$ cat src/rtl/rf_gather_mac.sv
// rf_gather_mac: gathers input activations for in-bounds sparse-weight
// entries and multiply-accumulates them into a per-output-channel bank.
// Pipeline: accept (t) -> activation read strobe (t+1) -> accumulate (t+2).
// Optional feature macro: RF_GATHER_SAT_EN (saturating accumulate + sticky o_ovf).
module rf_gather_mac #(
   parameter int IA_ROW = 32,
   parameter int IA_COL = 32,
   parameter int K_NUM  = 16,
   parameter int ACC_W  = 24,
   parameter int IA_AW  = $clog2(IA_ROW*IA_COL)
) (
   input  logic                     i_clk,
   input  logic                     i_rst_n,
   input  logic                     i_start,
   input  logic                     i_clear,
   input  logic                     i_valid,
   output logic                     o_ready,
   input  logic [6:0]               i_row,
   input  logic [6:0]               i_col,
   input  logic [6:0]               i_k,
   input  logic [7:0]               i_wt,
   input  logic                     i_last,
   output logic                     o_ia_req,
   output logic [IA_AW-1:0]         o_ia_addr,
   input  logic [7:0]               i_ia_data,
   input  logic [$clog2(K_NUM)-1:0] i_rd_k,
   output logic [ACC_W-1:0]         o_rd_psum,
   output logic                     o_busy,
   output logic                     o_done,
   output logic [15:0]              o_mac_cnt,
   output logic [15:0]              o_skip_cnt,
   output logic                     o_ovf
);

   localparam int KW = $clog2(K_NUM);

   typedef enum logic [1:0] {S_IDLE, S_RUN, S_DRAIN, S_DONE} state_t;

   state_t                   state;
   logic                     ready;
   logic                     busy;
   logic                     done;
   logic                     drain_cnt;

   logic                     s1_v;
   logic [IA_AW-1:0]         s1_addr;
   logic [KW-1:0]            s1_k;
   logic [7:0]               s1_wt;
   logic                     s2_v;
   logic [KW-1:0]            s2_k;
   logic [7:0]               s2_wt;

   logic [15:0]              mac_cnt;
   logic [15:0]              skip_cnt;
   logic signed [ACC_W-1:0]  acc [K_NUM];

   logic                     start_go;
   logic                     accept;
   logic                     in_bounds;
   logic signed [15:0]       prod;
   logic signed [ACC_W-1:0]  prod_ext;
   logic signed [ACC_W-1:0]  acc_cur;
   logic signed [ACC_W-1:0]  acc_new;

   assign start_go  = (state == S_IDLE) && i_start;
   assign accept    = i_valid && ready;
   // Negative (bit 6) coordinates are padding; so are rows/cols/channels past the edge.
   assign in_bounds = !i_row[6] && !i_col[6]
                      && (int'(i_row) < IA_ROW) && (int'(i_col) < IA_COL)
                      && (int'(i_k) < K_NUM);

   assign o_ready    = ready;
   assign o_busy     = busy;
   assign o_done     = done;
   assign o_ia_req   = s1_v;
   assign o_ia_addr  = s1_addr;
   assign o_mac_cnt  = mac_cnt;
   assign o_skip_cnt = skip_cnt;
   assign o_rd_psum  = acc[i_rd_k];

   // Pass sequencing: idle -> run -> two drain cycles -> done pulse -> idle.
   always_ff @(posedge i_clk or negedge i_rst_n) begin
      if (!i_rst_n) begin
         state     <= S_IDLE;
         ready     <= 1'b0;
         busy      <= 1'b0;
         done      <= 1'b0;
         drain_cnt <= 1'b0;
      end else begin
         done <= 1'b0;
         case (state)
            S_IDLE: begin
               if (i_start) begin
                  state <= S_RUN;
                  ready <= 1'b1;
                  busy  <= 1'b1;
               end
            end
            S_RUN: begin
               if (accept && i_last) begin
                  state     <= S_DRAIN;
                  ready     <= 1'b0;
                  drain_cnt <= 1'b0;
               end
            end
            S_DRAIN: begin
               if (drain_cnt) begin
                  state <= S_DONE;
                  done  <= 1'b1;
               end else begin
                  drain_cnt <= 1'b1;
               end
            end
            default: begin
               state <= S_IDLE;
               busy  <= 1'b0;
            end
         endcase
      end
   end

   // Stage 1: issue the activation read; dropped entries leave an empty slot.
   always_ff @(posedge i_clk or negedge i_rst_n) begin
      if (!i_rst_n) begin
         s1_v    <= 1'b0;
         s1_addr <= '0;
         s1_k    <= '0;
         s1_wt   <= '0;
      end else begin
         s1_v <= accept && in_bounds;
         if (accept && in_bounds) begin
            s1_addr <= IA_AW'(int'(i_row) * IA_COL + int'(i_col));
            s1_k    <= i_k[KW-1:0];
            s1_wt   <= i_wt;
         end
      end
   end

   // Stage 2: hold channel/weight while the activation returns from SRAM.
   always_ff @(posedge i_clk or negedge i_rst_n) begin
      if (!i_rst_n) begin
         s2_v  <= 1'b0;
         s2_k  <= '0;
         s2_wt <= '0;
      end else begin
         s2_v  <= s1_v;
         s2_k  <= s1_k;
         s2_wt <= s1_wt;
      end
   end

   assign prod     = $signed(s2_wt) * $signed(i_ia_data);
   assign prod_ext = ACC_W'(prod);
   assign acc_cur  = acc[s2_k];

`ifdef RF_GATHER_SAT_EN
   localparam logic signed [ACC_W-1:0] ACC_MAX = {1'b0, {(ACC_W-1){1'b1}}};
   localparam logic signed [ACC_W-1:0] ACC_MIN = {1'b1, {(ACC_W-1){1'b0}}};

   logic signed [ACC_W:0] sum_wide;
   logic                  clip;
   logic                  ovf;

   // One guard bit detects overflow; clip toward the sign of the true sum.
   assign sum_wide = (ACC_W+1)'(acc_cur) + (ACC_W+1)'(prod_ext);
   assign clip     = sum_wide[ACC_W] != sum_wide[ACC_W-1];
   assign acc_new  = clip ? (sum_wide[ACC_W] ? ACC_MIN : ACC_MAX) : sum_wide[ACC_W-1:0];
   assign o_ovf    = ovf;

   // Sticky clip flag, cleared at the start of each pass.
   always_ff @(posedge i_clk or negedge i_rst_n) begin
      if (!i_rst_n) begin
         ovf <= 1'b0;
      end else if (start_go) begin
         ovf <= 1'b0;
      end else if (s2_v && clip) begin
         ovf <= 1'b1;
      end
   end
`else
   assign acc_new = acc_cur + prod_ext;
   assign o_ovf   = 1'b0;
`endif

   // Accumulator bank: optional clear at start, else single-cycle read-modify-write.
   always_ff @(posedge i_clk or negedge i_rst_n) begin
      if (!i_rst_n) begin
         for (int i = 0; i < K_NUM; i++) acc[i] <= '0;
      end else if (start_go && i_clear) begin
         for (int i = 0; i < K_NUM; i++) acc[i] <= '0;
      end else if (s2_v) begin
         acc[s2_k] <= acc_new;
      end
   end

   // Per-pass counters: drops counted at acceptance, MACs at accumulate.
   always_ff @(posedge i_clk or negedge i_rst_n) begin
      if (!i_rst_n) begin
         mac_cnt  <= '0;
         skip_cnt <= '0;
      end else if (start_go) begin
         mac_cnt  <= '0;
         skip_cnt <= '0;
      end else begin
         if (accept && !in_bounds) skip_cnt <= skip_cnt + 16'd1;
         if (s2_v)                 mac_cnt  <= mac_cnt + 16'd1;
      end
   end

endmodule

$ cat config.mk
export PLATFORM = sky130hd
export DESIGN_NAME = rf_gather_mac
export DESIGN_NICKNAME = d
export VERILOG_FILES = /design/src/rtl/rf_gather_mac.sv
export SDC_FILE = /design/constraint.sdc
export NUM_CORES = 1
export LEC_CHECK = 0
export BUFFER_PORTS_ARGS = -buffer_cell sky130_fd_sc_hd__buf_2
export CAP_MARGIN = 0
export CORE_ASPECT_RATIO = 1.2
export CORE_MARGIN = 2
export CORE_UTILIZATION = 68
export DETAILED_ROUTE_END_ITERATION = 8
export GPL_ROUTABILITY_DRIVEN = 0
export PLACE_DENSITY = 0.87
export SLEW_MARGIN = 5
export SYNTH_ARGS = -nofsm -noshare
export SYNTH_HDL_FRONTEND = slang
export SYNTH_SLANG_ARGS = --single-unit
$ cat constraint.sdc
create_clock -name i_clk -period 9.5 [get_ports i_clk]
set_input_delay 0.475 -clock i_clk [delete_from_list [all_inputs] [get_ports i_clk]]
set_output_delay 0.475 -clock i_clk [all_outputs]
set_load 0.02 [all_outputs]
# ---- After elaboration in Yosys (flattened, before gate mapping)
# Cells that the tools add are included.
dict set report word_totals {
  register_bits 458
  mem_bits_rw 0
  rom_bits 0
  wordCells 100
  n_memories 0
  latchBits 0
  out_inout_bits 71
  input_bits 47
}
dict set report op_classes {
  addsub 4
  reduce_logical 25
  shift 0
  n_mux 26
  n_eq_ne 5
  order_cmp 6
  mul 1
  bitwise 3
  div 0
}
# op count
set ops {}
lappend ops {{2-to-1 mux 384 bit} 2}
lappend ops {{bitwise mux 384 bit} 1}
lappend ops {{binary-select mux 24 bit (select 4 bit)} 2}
lappend ops {{2-to-1 mux 24 bit} 5}
lappend ops {{demux 24 bit (select 4 bit)} 1}
lappend ops {{2-to-1 mux 16 bit} 4}
lappend ops {{adder 16 x 1 -> 16 bit, second input constant} 2}
lappend ops {{adder 24 x 16 -> 24 bit} 1}
lappend ops {{multiplier 8 x 8 -> 16 bit} 1}
lappend ops {{less-than comparator 7 x 6 -> 1 bit, second input constant} 2}
lappend ops {{logical AND 1 bit} 11}
lappend ops {{adder 10 x 7 -> 10 bit} 1}
lappend ops {{greater-or-equal comparator 5 bit, second input constant} 2}
lappend ops {{inverter 4 -> 5 bit} 2}
lappend ops {{nonzero test 2 bit} 5}
lappend ops {{less-than comparator 7 x 5 -> 1 bit, second input constant} 1}
lappend ops {{2-to-1 mux 2 bit} 3}
lappend ops {{!= test 2 bit, second input constant} 3}
lappend ops {{one-hot mux 1 bit (2 select lines)} 3}
lappend ops {{one-hot mux 2 bit (3 select lines)} 1}
lappend ops {{AND reduction 3 bit} 2}
lappend ops {{less-than comparator 5 x 1 -> 1 bit, second input constant} 1}
lappend ops {{2-to-1 mux 1 bit} 4}
lappend ops {{AND reduction 2 bit} 2}
lappend ops {{6 further kinds} 8}

# ---- Logic depth before layout (Yosys ltp)
dict set report depth {
  depth_word 9
  depth_mapped 25
  depth_no_buf 22
}

# ---- Worst setup path before layout
# OpenSTA, ideal clock, no wires.
dict set report synth_timing {
  path_type {register to register}
  start {register s2_k[0]}
  end {register acc[116] in the netlist's numbering}
  path_buffers 3
  period_less_slack_ns 6.513
  path_slack_ns 2.987
  stages_incl_launch_ff 21
  t_arrival_ns 6.380
  setup_time_ns 0.133
  required_ns 9.367
  cell_sequence {dfrtp_1 > buf_2 > buf_1 > mux4_2 > mux4_2 > fa_1 > inv_1 > fa_1 > inv_1 > fa_1 > fa_1 > ha_1 > ha_1 > a21o_1 > a21o_1 > a21oi_1 > a31oi_1 > a21oi_1 > xor2_1 > clkbuf_1 > o21ai_0}
}
dict set report synth_between {
  elab_chain_cells 8
  word_cells_on_any_way 13
  classes_between {1 x add/sub; 2 x order compare; 8 x mux; 1 x bitwise; 1 x reduce/logical}
}
# item line
set synth_rtl {}
lappend synth_rtl {{from (decl)} 50} ;# logic [KW-1:0] s2_k;
lappend synth_rtl {{from (signal assigned)} 147} ;# s2_k <= s1_k;
lappend synth_rtl {{inverter 4 -> 5 bit (not written as such) (*)} {154, 192}}
lappend synth_rtl {{binary-select mux 24 bit (select 4 bit) (tied with other cells)} 154} ;# assign acc_cur = acc[s2_k];
lappend synth_rtl {{2-to-1 mux 24 bit (not written as such) or logical AND 1 bit (tied branches)} {154, 192}}
lappend synth_rtl {{2-to-1 mux 24 bit (on tied branches)} {154, 192}}
lappend synth_rtl {{adder 24 x 16 -> 24 bit or demux 24 bit (select 4 bit) (tied branches)} {181, 192}}
lappend synth_rtl {{bitwise mux 384 bit (*)} 192} ;# acc[s2_k] <= acc_new;
lappend synth_rtl {{2-to-1 mux 384 bit (*)} 191} ;# end else if (s2_v) begin
lappend synth_rtl {{2-to-1 mux 384 bit (*)} 189} ;# end else if (start_go && i_clear) begin
lappend synth_rtl {{to (signal, indexed assignment)} 192}
lappend synth_rtl {{to (decl)} 55} ;# logic signed [ACC_W-1:0] acc [K_NUM];
# Mark *: on every way between the ends. The rest lies on a longest branch, timed or not. The select of a mux whose other input is x is not followed.
# A chain may end at the register's enable or synchronous reset.

# ---- Worst setup path in the final report
dict set report layout_timing {
  start {register s2_k[0]}
  end {register acc[62] in the netlist's numbering}
}
# Same word-level chain as after synthesis.

==> run_results.csv <==
group,metric,value,unit
power_and_ir_drop,static-leakage-power,0.0136,uW
cells_and_area,layoutNonFillerInstCount,2669,
clocking,cts_root_buffer,"clkbuf_16",
timing,final_hold_viol_count,0,
run_status,status,"finished with violations",
synthesis,synth-seq-cells,458,
die,coreArea,0.0386,sq mm
global_route,first_global_vias,21972,
die,dieArea,0.0406,sq mm
global_route,grt_pass1_wl,129,mm
clocking,cts_buffers,45,
clocking,clk_pin_slew,60,ps
timing,slew_headroom,-0.0257,
clocking,postCtsResizedCells,0,
power_and_ir_drop,p_sw,2000,uW
timing,drv_slew,27,
cells_and_area,fin_nets,2322,
global_route,grtUsageTotal,0.435,
worst_setup_path,end_kind,"flip-flop",
drt,wl_per_cell,31.4,um
clocking,htree_levels,2,
synthesis,syn_inst,2041,
timing,grt_setup_unrepaired,"no",
cells_and_area,final_cell_mix,"dfrtp_1 (455), a22o_1 (273), mux4_2 (239), nand2_1 (234), o21ai_0 (127)",
synthesis,synth_cell_types,54,
die,row_count,79,
global_route,antenna_found_initial,1,
timing,max_freq,121,MHz
power_and_ir_drop,clkPwrFrac,0.363,
power_and_ir_drop,switching_share,0.354,
synthesis,ys_warn_count,0,
timing,period_needed,8250,ps
power_and_ir_drop,combPwrFrac,0.274,
timing,whs,72.7,ps
cells_and_area,n_antenna_cell,0,
run_status,violations,"capacitance limit, slew limit",
run,maxCapViolCount,2,
worst_setup_path,crit_required,9910,ps
power_and_ir_drop,irDropWorstVdd,0.204,mV
clocking,post-cts-setup-buffers,0,
worst_setup_path,path_class,"flip-flop to flip-flop",
placed_design,pre_cts_slack,1430,ps
worst_setup_path,startpoint_type,"flip-flop",
drt,num_vias,20475,
clocking,clock_latency,610,ps
worst_hold_path,holdCritPathClass,"input pin to flip-flop",
cells_and_area,syn2layout_area_growth,10.6,%
power_and_ir_drop,p_per_area,193,mW/mm^2
drt,viasPerCell,7.67,
power_and_ir_drop,p_int,3650,uW
synthesis,syn_nets,2254,
die,die_y,220,um
synthesis,synth_ff_type,"dfrtp_1",
worst_setup_path,r2r_end,"acc[62]",
clocking,cts_sinks,458,
placed_design,dp_cells,2587,
drt,dr.first_iter.drc_count,2724,
worst_hold_path,worstHoldStart,"i_col[4]",
die,start_util,0.686,
synthesis,syn_area_per_cell,13.0,sq um
cells_and_area,drive_above_1_share,0.245,
drt,finalWirelength,83.9,mm
timing,setup_viol_count_final,0,
global_route,grt_max_degree,183,
synthesis,synth-edff-count,0,
worst_setup_path,arrival,8660,ps
worst_setup_path,rr_worst_depth,21,
clocking,cts_buffer_depth,3,
timing,worst_pin_slew,1530,ps
global_route,grt_overflow_total,0,
worst_hold_path,holdPathEnd,"o_ia_addr[4]",
placed_design,dp_hpwl,50.9,mm
timing,finClkSkew,34.3,ps
clocking,postCtsHoldBufs,1,
drt,drc_errors,0,
clocking,cts_tree,"done",
synthesis,mappedNetlistArea,0.0265,sq mm
die,die_w,184,um
synthesis,yosysSeqAreaShare,0.433,
cells_and_area,fillCellCount,2154,
timing,fin_ws,1250,ps
timing,fin_crit_sh,0.868,
drt,antenna_left,0,
worst_setup_path,timing.rr.start,"s2_k[0]",
cells_and_area,layout_commonest_cell,"dfrtp_1",
drt,drt-pass1-iter-count,6,
die,num_io_pins,118,
cells_and_area,fin_util,0.758,
worst_setup_path,r2r_setup_slack,1250,ps
placed_design,portBuffers,116,
synthesis,synth-async-reset-ratio,1.00,
power_and_ir_drop,p_seq_frac,0.363,
timing,finalSetupTns,0,ps
worst_hold_path,holdPathStages,3,
worst_setup_path,worstPathMaxFanout,46,
==> per-stage QoR <==
stage,total power [uW],cell area [sq um]
CTS,5550,29300
global placement,3470,27600
floorplan,3020,26500
global route,5790,29300
finish,5640,29300
detailed placement,3530,27600
==> cells in the mapped netlist, types with 38 or more instances <==
| cell type | number | share of area |
|---|---|---|
| fa_1 | 105 | 0.079 |
| nor2_1 | 63 | 0.0089 |
| dfrtp_1 | 458 | 0.43 |
| mux4_2 | 239 | 0.20 |
| clkbuf_1 | 105 | 0.015 |
| nand2_1 | 234 | 0.033 |
| a21oi_1 | 38 | 0.0072 |
| inv_1 | 97 | 0.014 |
| and2_1 | 41 | 0.0097 |
| o21ai_0 | 127 | 0.024 |
| ha_1 | 61 | 0.029 |
| a22o_1 | 273 | 0.090 |
==> power groups by stage <==
stage / logic [uW] / clock network, uW / registers, uW
4_1_cts: 1480 / 2030 / 2050
6_report: 1550 / 2050 / 2050
3_5_place_dp: 1450 / 0 / 2080
2_1_floorplan: 950 / 0 / 2070
3_3_place_gp: 1400 / 0 / 2080
5_1_grt: 1630 / 2110 / 2050
==> how the worst max path moves through the flow <==
stage          slack, ps     from  endpoint
6_report            1250  s2_k[0]   acc[62]
5_1_grt              840  s2_k[0]  acc[212]
4_1_cts             1350  s2_k[0]  acc[257]
3_5_place_dp        1430  s2_k[0]  acc[233]
3_3_place_gp        1790  s2_k[0]   acc[41]
2_1_floorplan       2990  s2_k[0]  acc[116]
==> cell type report <==
class,instances,area (sq um),share of cell area
multi-input cells,1333,14100,0.481
flip-flops and latches,458,11500,0.391
clock buffers,60,1320,0.0449
repair buffers,172,1030,0.0353
well taps,526,658,0.0225
inverters,99,372,0.0127
clock inverters,21,352,0.0120
==> kinds of logic (layout without fill, tap and decap cells) <==
family          count (synthesis)  in the layout  synth area share
mux                           242            242             0.204
flops                         458            458             0.433
compound gates                471            471             0.132
fa+ha+maj                     166            166             0.108
xor+xnor                       55             55            0.0190
other cells                     1              1          0.000142
buf+inv                       250            352            0.0380
simple gates                  398            398            0.0659
==> registers in the layout, indices dropped and copies added (netlist names), 2 cells and up <==
name        flops
acc           384
o_ia_addr      10
o_mac_cnt      16
o_skip_cnt     16
s1_k            4
s1_wt           8
s2_k            4
s2_wt           8
state           2
==> per-layer routing <==
metal	GRT usage	wire [um]	up-vias
met2	0.651	37800	1905
met1	0.496	25100	10140
met3	0.185	12500	723
met5	0	0	-
li1	-	-	7707
met4	0.343	8470	0
==> critical path, stage by stage, from the launching register on <==
cell,delay [ps]
dfrtp_4,1120
buf_4,550
mux4_2,590
mux4_2,500
inv_1,100
fa_1,380
inv_1,80
fa_1,430
inv_1,100
fa_1,400
inv_1,90
fa_1,420
ha_1,290
ha_1,350
nor2b_1,200
o21ai_1,110
a21oi_1,400
a2bb2oi_1,320
a21o_1,170
a21oi_1,80
xor2_1,1030
o21ai_0,300
No activity file was read; power rests on OpenSTA's default activity.
